===== src/rtl/id_ex_stage.sv =====
// ----------------------------------------------------------------------------
// id_ex_stage
//
// Decode-to-execute pipeline register. It sits directly downstream of the
// 16-entry register file.
//
// Operand resolve:
//   Each source reads as zero for R0. If the writeback port is writing the
//   same register this cycle, the source takes the writeback data. Otherwise
//   it takes the register-file read data. Register-file writes only land at
//   the clock edge, so the bypass covers the same-cycle write.
//
// Load-use hazard:
//   A load sitting in EX whose destination is read by the decode instruction
//   injects exactly one bubble and raises stall. By the time the held
//   instruction is re-presented, the load data is on the writeback port and
//   the bypass supplies it.
//
// Ports:
//   clk, rst                      clock; synchronous active-low reset
//   id_*                          decode-slot instruction fields and controls
//   rf_data1/2                    register-file read data for id_src1/2
//   wb_we/wb_dst/wb_data          writeback port, mirrored from the regfile
//   flush                         redirect: kill the decode instruction
//   stall                         combinational hold request to PC and IF/ID
//   ex_*                          registered EX-slot instruction
//   bubble_cnt                    saturating count of load-use bubbles
// ----------------------------------------------------------------------------
module id_ex_stage #(
    parameter int unsigned DW = 16,
    parameter int unsigned RW = 4,
    parameter int unsigned CW = 16
) (
    input  logic          clk,
    input  logic          rst,

    // Decode slot
    input  logic          id_valid,
    input  logic [RW-1:0] id_src1,
    input  logic [RW-1:0] id_src2,
    input  logic          id_uses_src1,
    input  logic          id_uses_src2,
    input  logic [RW-1:0] id_dst,
    input  logic          id_reg_write,
    input  logic          id_mem_read,
    input  logic          id_mem_write,
    input  logic [2:0]    id_flag_we,
    input  logic [3:0]    id_opcode,
    input  logic [DW-1:0] id_imm,
    input  logic [DW-1:0] id_pc,

    // Register-file read data
    input  logic [DW-1:0] rf_data1,
    input  logic [DW-1:0] rf_data2,

    // Writeback port
    input  logic          wb_we,
    input  logic [RW-1:0] wb_dst,
    input  logic [DW-1:0] wb_data,

    input  logic          flush,
    output logic          stall,

    // EX slot
    output logic          ex_valid,
    output logic [DW-1:0] ex_op1,
    output logic [DW-1:0] ex_op2,
    output logic [RW-1:0] ex_dst,
    output logic          ex_reg_write,
    output logic          ex_mem_read,
    output logic          ex_mem_write,
    output logic [2:0]    ex_flag_we,
    output logic [3:0]    ex_opcode,
    output logic [DW-1:0] ex_imm,
    output logic [DW-1:0] ex_pc,

    output logic [CW-1:0] bubble_cnt
);

    // ------------------------------------------------------------------------
    // Pipeline register state
    // ------------------------------------------------------------------------
    logic          ex_valid_q,     ex_valid_d;
    logic [DW-1:0] ex_op1_q,       ex_op1_d;
    logic [DW-1:0] ex_op2_q,       ex_op2_d;
    logic [RW-1:0] ex_dst_q,       ex_dst_d;
    logic          ex_reg_write_q, ex_reg_write_d;
    logic          ex_mem_read_q,  ex_mem_read_d;
    logic          ex_mem_write_q, ex_mem_write_d;
    logic [2:0]    ex_flag_we_q,   ex_flag_we_d;
    logic [3:0]    ex_opcode_q,    ex_opcode_d;
    logic [DW-1:0] ex_imm_q,       ex_imm_d;
    logic [DW-1:0] ex_pc_q,        ex_pc_d;
    logic [CW-1:0] bubble_cnt_q,   bubble_cnt_d;

    // ------------------------------------------------------------------------
    // Operand resolve
    // ------------------------------------------------------------------------
    logic [DW-1:0] op1_res;
    logic [DW-1:0] op2_res;

    // R0 is checked first, so a writeback aimed at R0 can never leak through.
    always_comb begin
        op1_res = rf_data1;
        if (id_src1 == '0) begin
            op1_res = '0;
        end else if (wb_we && (wb_dst == id_src1)) begin
            op1_res = wb_data;
        end
    end

    always_comb begin
        op2_res = rf_data2;
        if (id_src2 == '0) begin
            op2_res = '0;
        end else if (wb_we && (wb_dst == id_src2)) begin
            op2_res = wb_data;
        end
    end

    // ------------------------------------------------------------------------
    // Load-use hazard detection
    // ------------------------------------------------------------------------
    logic load_in_ex;
    logic src1_hit;
    logic src2_hit;
    logic hz;

    // A load targeting R0 produces nothing anyone can depend on.
    assign load_in_ex = ex_valid_q && ex_mem_read_q && ex_reg_write_q && (ex_dst_q != '0);
    assign src1_hit   = id_uses_src1 && (id_src1 == ex_dst_q);
    assign src2_hit   = id_uses_src2 && (id_src2 == ex_dst_q);
    assign hz         = id_valid && load_in_ex && (src1_hit || src2_hit);

    // The flush kills the dependent instruction, so holding it would be pointless.
    assign stall      = hz && !flush;

    // ------------------------------------------------------------------------
    // Next-state: capture by default, bubble on flush or hazard
    // ------------------------------------------------------------------------
    always_comb begin
        ex_valid_d     = id_valid;
        ex_op1_d       = op1_res;
        ex_op2_d       = op2_res;
        ex_dst_d       = id_dst;
        ex_reg_write_d = id_valid && id_reg_write;
        ex_mem_read_d  = id_valid && id_mem_read;
        ex_mem_write_d = id_valid && id_mem_write;
        ex_flag_we_d   = id_valid ? id_flag_we : 3'b000;
        ex_opcode_d    = id_opcode;
        ex_imm_d       = id_imm;
        ex_pc_d        = id_pc;
        bubble_cnt_d   = bubble_cnt_q;

        if (flush || hz) begin
            ex_valid_d     = 1'b0;
            ex_op1_d       = '0;
            ex_op2_d       = '0;
            ex_dst_d       = '0;
            ex_reg_write_d = 1'b0;
            ex_mem_read_d  = 1'b0;
            ex_mem_write_d = 1'b0;
            ex_flag_we_d   = 3'b000;
            ex_opcode_d    = 4'h0;
            ex_imm_d       = '0;
            ex_pc_d        = '0;
        end

        // Only hazard bubbles are counted; a flush overrides a coincident hazard.
        if (!flush && hz && (bubble_cnt_q != {CW{1'b1}})) begin
            bubble_cnt_d = bubble_cnt_q + CW'(1);
        end
    end

    // ------------------------------------------------------------------------
    // State register with synchronous active-low reset
    // ------------------------------------------------------------------------
    always_ff @(posedge clk) begin
        if (!rst) begin
            ex_valid_q     <= 1'b0;
            ex_op1_q       <= '0;
            ex_op2_q       <= '0;
            ex_dst_q       <= '0;
            ex_reg_write_q <= 1'b0;
            ex_mem_read_q  <= 1'b0;
            ex_mem_write_q <= 1'b0;
            ex_flag_we_q   <= 3'b000;
            ex_opcode_q    <= 4'h0;
            ex_imm_q       <= '0;
            ex_pc_q        <= '0;
            bubble_cnt_q   <= '0;
        end else begin
            ex_valid_q     <= ex_valid_d;
            ex_op1_q       <= ex_op1_d;
            ex_op2_q       <= ex_op2_d;
            ex_dst_q       <= ex_dst_d;
            ex_reg_write_q <= ex_reg_write_d;
            ex_mem_read_q  <= ex_mem_read_d;
            ex_mem_write_q <= ex_mem_write_d;
            ex_flag_we_q   <= ex_flag_we_d;
            ex_opcode_q    <= ex_opcode_d;
            ex_imm_q       <= ex_imm_d;
            ex_pc_q        <= ex_pc_d;
            bubble_cnt_q   <= bubble_cnt_d;
        end
    end

    // ------------------------------------------------------------------------
    // Outputs
    // ------------------------------------------------------------------------
    assign ex_valid     = ex_valid_q;
    assign ex_op1       = ex_op1_q;
    assign ex_op2       = ex_op2_q;
    assign ex_dst       = ex_dst_q;
    assign ex_reg_write = ex_reg_write_q;
    assign ex_mem_read  = ex_mem_read_q;
    assign ex_mem_write = ex_mem_write_q;
    assign ex_flag_we   = ex_flag_we_q;
    assign ex_opcode    = ex_opcode_q;
    assign ex_imm       = ex_imm_q;
    assign ex_pc        = ex_pc_q;
    assign bubble_cnt   = bubble_cnt_q;

endmodule


===== config.mk =====
export PLATFORM = sky130hd
export DESIGN_NAME = id_ex_stage
export DESIGN_NICKNAME = d
export VERILOG_FILES = /design/src/rtl/id_ex_stage.sv
export SDC_FILE = /design/constraint.sdc
export NUM_CORES = 1
export LEC_CHECK = 0
export BUFFER_PORTS_ARGS = -buffer_cell sky130_fd_sc_hd__buf_4
export CAP_MARGIN = 20
export CORE_MARGIN = 3
export CORE_UTILIZATION = 30
export DETAILED_ROUTE_END_ITERATION = 6
export PLACE_DENSITY = 0.57
export SLEW_MARGIN = 20
export SYNTH_ARGS = -nofsm -noshare
export SYNTH_HDL_FRONTEND = slang
export SYNTH_SLANG_ARGS = --single-unit
export TNS_END_PERCENT = 5

===== constraint.sdc =====
create_clock -name clk -period 4 [get_ports clk]
set_input_delay 0.8 -clock clk [delete_from_list [all_inputs] [get_ports clk]]
set_output_delay 0.8 -clock clk [all_outputs]
set_load 0.02 [all_outputs]

# [After elaboration in Yosys (flattened, before gate mapping)]
# Index checks and enable logic that the tools add are counted.
# W data, S select, Z words.
[totals] word_cells=46 latch_bits=0 mem_bits_ro=0 ram_bits=0 mem_count=0 reg_bits=95 output_inout_bits=96
[classes] n_mul=0 muxes=2 n_shift=0 n_div=0 n_bitwise=2 eq_ne=5 n_reduce_logical=24 add_sub_neg=1 n_lt_le_gt_ge=0
[op_table] op="$mux W16" n=2
[op_table] op="$add A16 B1 Y16 const B" n=1
[op_table] op="$eq A4 B4 Y1" n=4
[op_table] op="$ne A16 B16 Y1 const B" n=1
[op_table] op="$logic_and A1 B1 Y1" n=14
[op_table] op="$reduce_or A3 Y1" n=3
[op_table] op="$logic_not A4 Y1" n=2
[op_table] op="$reduce_bool A4 Y1" n=1
[op_table] op="$logic_or A1 B1 Y1" n=2
[op_table] op="$not A1 Y1" n=2
[op_table] op="$reduce_or A2 Y1" n=1
[op_table] op="$logic_not A1 Y1" n=1

# [Logic depth before layout (Yosys ltp)]
# Gate-level depths: netlist of run 1.
[depth] word_depth=7 ltp_mapped=7 ltp_nobuf=7

# [Worst setup path before layout of run 1]
# No wires, ideal clock.
[synth_path] path_kind="input-to-output" from="input id_src1[1]" to="output stall" arrival_ps=2367 stages=4 setup_slack_ps=833 path_cell_list="xor2_1 nor3_1 nand3_1 a2111oi_0"
[synth_between] elab_chain_cells=5
[synth_lines] element="start, declared" line_no="39" source="input logic [RW-1:0] id_src1,"
[synth_lines] element="$eq A4 B4 Y1" line_no="131" source="assign src1_hit = id_uses_src1 && (id_src1 == ex_dst_q);"
[synth_lines] element="$logic_and A1 B1 Y1" line_no="131"
[synth_lines] element="$logic_or A1 B1 Y1" line_no="133" source="assign hz = id_valid && load_in_ex && (src1_hit || src2_hit);"
[synth_lines] element="$logic_and A1 B1 Y1" line_no="133"
[synth_lines] element="$logic_and A1 B1 Y1" line_no="136" source="assign stall = hz && !flush;"
[synth_lines] element="end, declared" line_no="62" source="output logic stall,"
# No other way between the ends.

# [Worst setup path in the final report of run 1]
# Same ends and word-level chain as after synthesis.

==> results.cfg, run 1 <==
[final_layout]
syn2layout_area_growth_pct = 57.7
final_nets = 669
fill_cells = 1092
final_layout_size_suffix_gt1_frac = 0.421
fin_cells = 703
final_common_cell = buf_4
n_antenna_cell = 0
final_cell_mix = 214 x buf_4, 95 x dfxtp_1, 41 x and2_1, 39 x mux2i_1, 36 x nor2_1

[clocking]
postCtsSetupBuffers = 0
htree_levels = 3
ctsHoldBuffers = 0
cts-buffers-inserted = 9
cts_tree = done
ctsLongestPathBuffers = 2
cts.reportedPaths.clkPinSlew_ps = 60
cts.sinks = 95
clock_latency_ps = 340
cts_resized = 0
root_buffer = clkbuf_16

[logic_synthesis]
syn_area_um2 = 3550
synth-seq-cells = 95
avgSynthCellArea_um2 = 10.3
synth_edf_count = 0
synthCells = 345
synth_cell_types = 38
synthesis.nets = 459
synth_flop_cell = dfxtp_1
yosysSeqAreaShare = 0.536
yosysWarnings = 0
synthArstFlopShare = 0

[floorplan]
die_w_um = 115
dieArea_um2 = 13200
core_area_um2 = 11500
io_pins = 209
die_y_um = 115
start_util = 0.308
rows = 39

[route]
drc_errors = 0
avgRoutedWirePerCell_um = 15.1
vias = 3243
ant_nets = 0
firstDrtPassIters = 4
drt-initial-drc-count = 93
wl_met3_um = 1300
viasPerCell = 4.61
wl_um = 10600
highest_layer = met4
met2_length_um = 5350
drt-met1-wl_um = 3780

[status]
status = finished clean

[placed_design]
port_buffers = 208
dpl.cell_count = 687
hpwl_um = 8330
place_congestion = 0.817
pre_cts_ws_ps = 714

[critical_path]
required_ps = 3200
path_class = input port to primary output
critical_path.max_fanout = 3
cp-start-kind = input port
end_kind = primary output
arrival_ps = 2400

[timing]
skew_ps = 4.36
drv_slew = 0
grt_setup_unrepaired = false
fmax_mhz = 313
setup_viol = 0
hold_viol = 0
fin_tns_setup_ps = 0
post-route-min-period_ps = 3200
relSlewSlack = 0.366
period_share = 0.799
tightestPinTransition_ps = 949
timing.final.ws_setup_ps = 804

[grt]
grt_max_degree = 32
grt_pass1_vias = 3285
grt_use_total = 0.164
antenna_found_initial = 0
grt_pass1_wl_um = 16400
overflow = 0

[pwr]
power.density_nw_per_um2 = 386
ir_worst_vdd_v = 0.000336
leakagePower_uw = 0.00248

[run]
cap_violations = 0

[hold_path]
hp-class = flop to flop
[final cells by class]
type / count / area [um^2] / share of cell area
timing repair buffer: 214 / 1610 / 0.287
tap: 143 / 179 / 0.0319
clock inverter: 6 / 83.8 / 0.0150
clock buffer: 10 / 229 / 0.0409
sequential: 95 / 1900 / 0.340
inverter: 3 / 11.3 / 0.00201
multi-input combinational: 232 / 1590 / 0.284
[stage by stage]
stage | hold slack (ps) | instance area (um^2) | power (uW) | util
detailed placement | 502 | 5290 | 1290 | 0.459
global placement | 489 | 5290 | 1280 | 0.459
finish | 514 | 5600 | 2160 | 0.486
global route | 533 | 5600 | 2260 | 0.486
floorplan | 560 | 3550 | 1120 | -
CTS | 512 | 5600 | 2200 | 0.486
[registers in the layout (all words and copies together) (netlist names)]
register      cells
bubble_cnt       16
ex_dst            4
ex_flag_we        3
ex_imm           16
ex_mem_read       1
ex_mem_write      1
ex_op1           16
ex_op2           16
ex_opcode         4
ex_pc            16
ex_reg_write      1
ex_valid          1
[power breakdown]
group	switching (uW)	internal [uW]	total (uW)
Clock	353	547	900
Combinational	126	147	272
Sequential	11.2	978	990
Total	490	1670	2160
[routing by layer]
metal  vias to the layer above  GRT usage
met5                         -          0
met2                       138      0.285
met3                        13     0.0879
met4                         0     0.0657
met1                      1476      0.165
li1                       1616          -
[critical path, stage by stage]
cell and delay (ps):
buf_4 130, xor2_1 170, nor3_1 200, nand3_1 100
a2111oi_0 740, buf_4 270
[path summary, 6_finish.rpt]
| path | to | startpoint | slack, ps | cells past startpoint |
|---|---|---|---|---|
| setup / recovery | stall | id_src1[1] | 800 | 6 |
| setup reg to reg | ex_op2[4] | ex_dst[0] | 1550 | 7 |
| hold / removal | bubble_cnt[14] | bubble_cnt[14] | 510 | 2 |
| hold reg to reg | bubble_cnt[14] | bubble_cnt[14] | 510 | 2 |
[cell families (layout without fill, tap and decap cells)]
group                    Yosys count  count (layout)  share of synthesized area
adder cells (fa/ha/maj)            1               1                    0.00352
XOR/XNOR                          16              16                     0.0395
AND/OR/NAND/NOR                  154             154                      0.247
flip-flops                        95              95                      0.536
multiplexers                      39              39                      0.110
AO/OA/AOI/OAI                     22              22                     0.0384
buffers and inverters             18             233                     0.0261
[synthesized netlist by cell type (2+ instances only)]
cell type	n	area (um^2)
nand4_1	5	31.3
mux2i_1	39	390
xnor2_1	5	43.8
and3_1	6	37.5
inv_1	2	7.51
buf_4	2	15.0
o31ai_1	6	45.0
buf_2	5	25.0
nor4_1	8	50.1
xor2_1	11	96.3
dfxtp_1	95	1900
clkbuf_1	4	15.0
or4_1	8	60.1
nand2_1	18	67.6
or3_1	5	31.3
o41ai_1	2	17.5
nor3_1	3	15.0
nand2b_1	8	50.1
nor3b_1	2	15.0
nor2_1	36	135
nand3_1	4	20.0
o21ai_0	4	20.0
clkbuf_2	3	15.0
and2_1	41	257
a21oi_1	9	45.0
nor4_2	2	25.0
Power figures use the tool's default switching activity.
==> run 2: changes to the inputs <==
--- a/config.mk
+++ b/config.mk
@@ -5,12 +5,13 @@
 export SDC_FILE = /design/constraint.sdc
 export NUM_CORES = 1
 export LEC_CHECK = 0
+export ABC_AREA = 1
 export BUFFER_PORTS_ARGS = -buffer_cell sky130_fd_sc_hd__buf_4
 export CAP_MARGIN = 20
 export CORE_MARGIN = 3
 export CORE_UTILIZATION = 30
 export DETAILED_ROUTE_END_ITERATION = 6
-export PLACE_DENSITY = 0.57
+export PLACE_DENSITY = 0.55
 export SLEW_MARGIN = 20
 export SYNTH_ARGS = -nofsm -noshare
 export SYNTH_HDL_FRONTEND = slang
==> constraint.sdc (replaced) <==
create_clock -name clk -period 3.1 [get_ports clk]
set_input_delay 0.62 -clock clk [delete_from_list [all_inputs] [get_ports clk]]
set_output_delay 0.62 -clock clk [all_outputs]
set_load 0.02 [all_outputs]
==> run 2 against run 1 <==
Die area is 8.7% higher. Critical path depth increased by 3. Power up 32%. Global-route usage decreased by 0.14 points. Non-clock buffer count fell by 3. Clock skew grew 4.7 ps. Hold slack lost 22 ps. Core utilization decreased by 0.65 points. Combinational power is 42% higher. Register-to-register slack worse by 290 ps. Cell area increased by 5.5%. Routed wire length grew 7.9%.
==> results.cfg, run 2 <==
[floorplan]
io_pins = 209
rows = 40
die_w_um = 120
die_y_um = 120
start_util = 0.315
dieArea_um2 = 14300
core_area_um2 = 12300

[clocking]
cts_resized = 0
clock_latency_ps = 340
htree_levels = 3
cts_tree = done
ctsHoldBuffers = 0
cts.reportedPaths.clkPinSlew_ps = 70
cts.sinks = 95
root_buffer = clkbuf_16
ctsLongestPathBuffers = 2
postCtsSetupBuffers = 0
cts-buffers-inserted = 9

[run]
cap_violations = 0

[logic_synthesis]
syn_area_um2 = 3880
yosysMostFrequentCell = inv_1
synthCells = 542
synth_top_cell_by_area = dfxtp_1
synth_cell_types = 27
yosysWarnings = 0
avgSynthCellArea_um2 = 7.15
synth_top_cell_area_share = 0.490
synth_edf_count = 0
synthesis.nets = 656
synthArstFlopShare = 0
yosysSeqAreaShare = 0.490
synth_flop_cell = dfxtp_1
synth.area.top_cells = dfxtp_1 49%, inv_1 12%, nor2_1 11%
synth-seq-cells = 95
synth_commonest_cells = 119 x inv_1, 111 x nor2_1, 96 x nand2_1

[critical_path]
arrival_ps = 1850
required_ps = 2480
r2r_end = ex_op1[15]
cp-start-kind = flop
reg2reg_slack_ps = 1260
reg2reg_depth = 11
r2r_start = ex_dst[0]
critical_path.max_fanout = 6
end_kind = primary output
path_class = flop to primary output

[pwr]
switching_share = 0.232
ir_worst_vdd_v = 0.000197
p_int_uw = 2190
leakagePower_uw = 0.00321
p_comb_frac = 0.135
clkPwrFrac = 0.418
seqPwrFrac = 0.447
power.density_nw_per_um2 = 483
switchingPower_uw = 662

[grt]
overflow = 0
grt_pass1_vias = 3814
grt_max_degree = 33
antenna_found_initial = 0
grt_use_total = 0.162
grt_pass1_wl_um = 18600

[final_layout]
final_layout_size_suffix_gt1_frac = 0.343
final_common_cell = buf_4
final_nets = 864
final_cell_mix = 211 x buf_4, 119 x inv_1, 111 x nor2_1, 96 x nand2_1, 95 x dfxtp_1
n_antenna_cell = 0
utilization = 0.480
syn2layout_area_growth_pct = 52.3

[placed_design]
place_congestion = 0.787
port_buffers = 208
hpwl_um = 9100
pre_cts_ws_ps = 733

[route]
avgRoutedWirePerCell_um = 12.5
drc_errors = 0
viasPerCell = 4.17
wl_um = 11500
drt-initial-drc-count = 199
firstDrtPassIters = 6
vias = 3842
ant_nets = 0

[timing]
setup_viol = 0
relSlewSlack = 0.567
tightestPinTransition_ps = 648
fmax_mhz = 405
grt_setup_unrepaired = false
period_share = 0.796
timing.hold.ws_ps = 491
fin_tns_setup_ps = 0
drv_slew = 0
timing.final.ws_setup_ps = 634
hold_viol = 0
skew_ps = 9.05
post-route-min-period_ps = 2470

[hold_path]
hp-class = input port to flop
hp-start = id_pc[1]
whs_endpoint = ex_pc[1]
min_path_cells = 3

[status]
status = finished clean
## run 2: worst max-delay path by stage
| stage | start | endpoint | slack, ps | depth (start not counted) |
|---|---|---|---|---|
| floorplan | id_src1[3] | stall | 1060 | 7 |
| global placement | id_src1[3] | stall | 750 | 9 |
| detailed placement | id_src2[0] | stall | 730 | 9 |
| CTS | ex_dst[0] | stall | 580 | 9 |
| global route | ex_dst[0] | stall | 450 | 9 |
| finish | ex_dst[0] | stall | 630 | 9 |
## run 2: layer usage
metal | global-route usage | routed length, um
met5 | 0 | 0
met4 | 0.0644 | 213
met3 | 0.0424 | 745
met2 | 0.286 | 5700
met1 | 0.188 | 4820
## run 2: metrics by stage
step / instances / instance area (um^2) / power (uW)
final: 921 / 5910 / 2860
after global routing: 921 / 5910 / 2990
after CTS: 921 / 5910 / 2900
after detailed placement: 907 / 5590 / 1690
after global placement: 907 / 5590 / 1690
after floorplan: 542 / 3880 / 1490
## run 2: cells by family after synthesis
kind of cell	Yosys count	share of synthesized area
buf+inv	136	0.140
flops	95	0.490
fa+ha+maj	1	0.00323
compound gates	52	0.0771
simple gates	255	0.282
xor+xnor	3	0.00678
## run 2: power by group through the flow
stage | registers (uW) | logic, uW | clock network (uW)
global placement | 1300 | 386 | 0
CTS | 1280 | 391 | 1230
global route | 1280 | 428 | 1290
finish | 1280 | 385 | 1190
detailed placement | 1310 | 390 | 0
floorplan | 1360 | 129 | 0
## run 2: critical path, cell delays in order, from the launching register on
cell	delay, ps
dfxtp_1	410
inv_1	110
nand2_1	80
nand2_1	60
nor2_1	110
nand3_2	100
nand2_4	120
nand2_4	70
nor2_2	240
buf_4	200
## run 2: final cells by class
class                      count  area (um^2)
inverter                     122          458
sequential                    95         1900
tap                          168          210
fill                        1286         6400
clock inverter                 3         67.6
timing repair buffer         211         1580
clock buffer                  11          253
multi-input combinational    311         1430
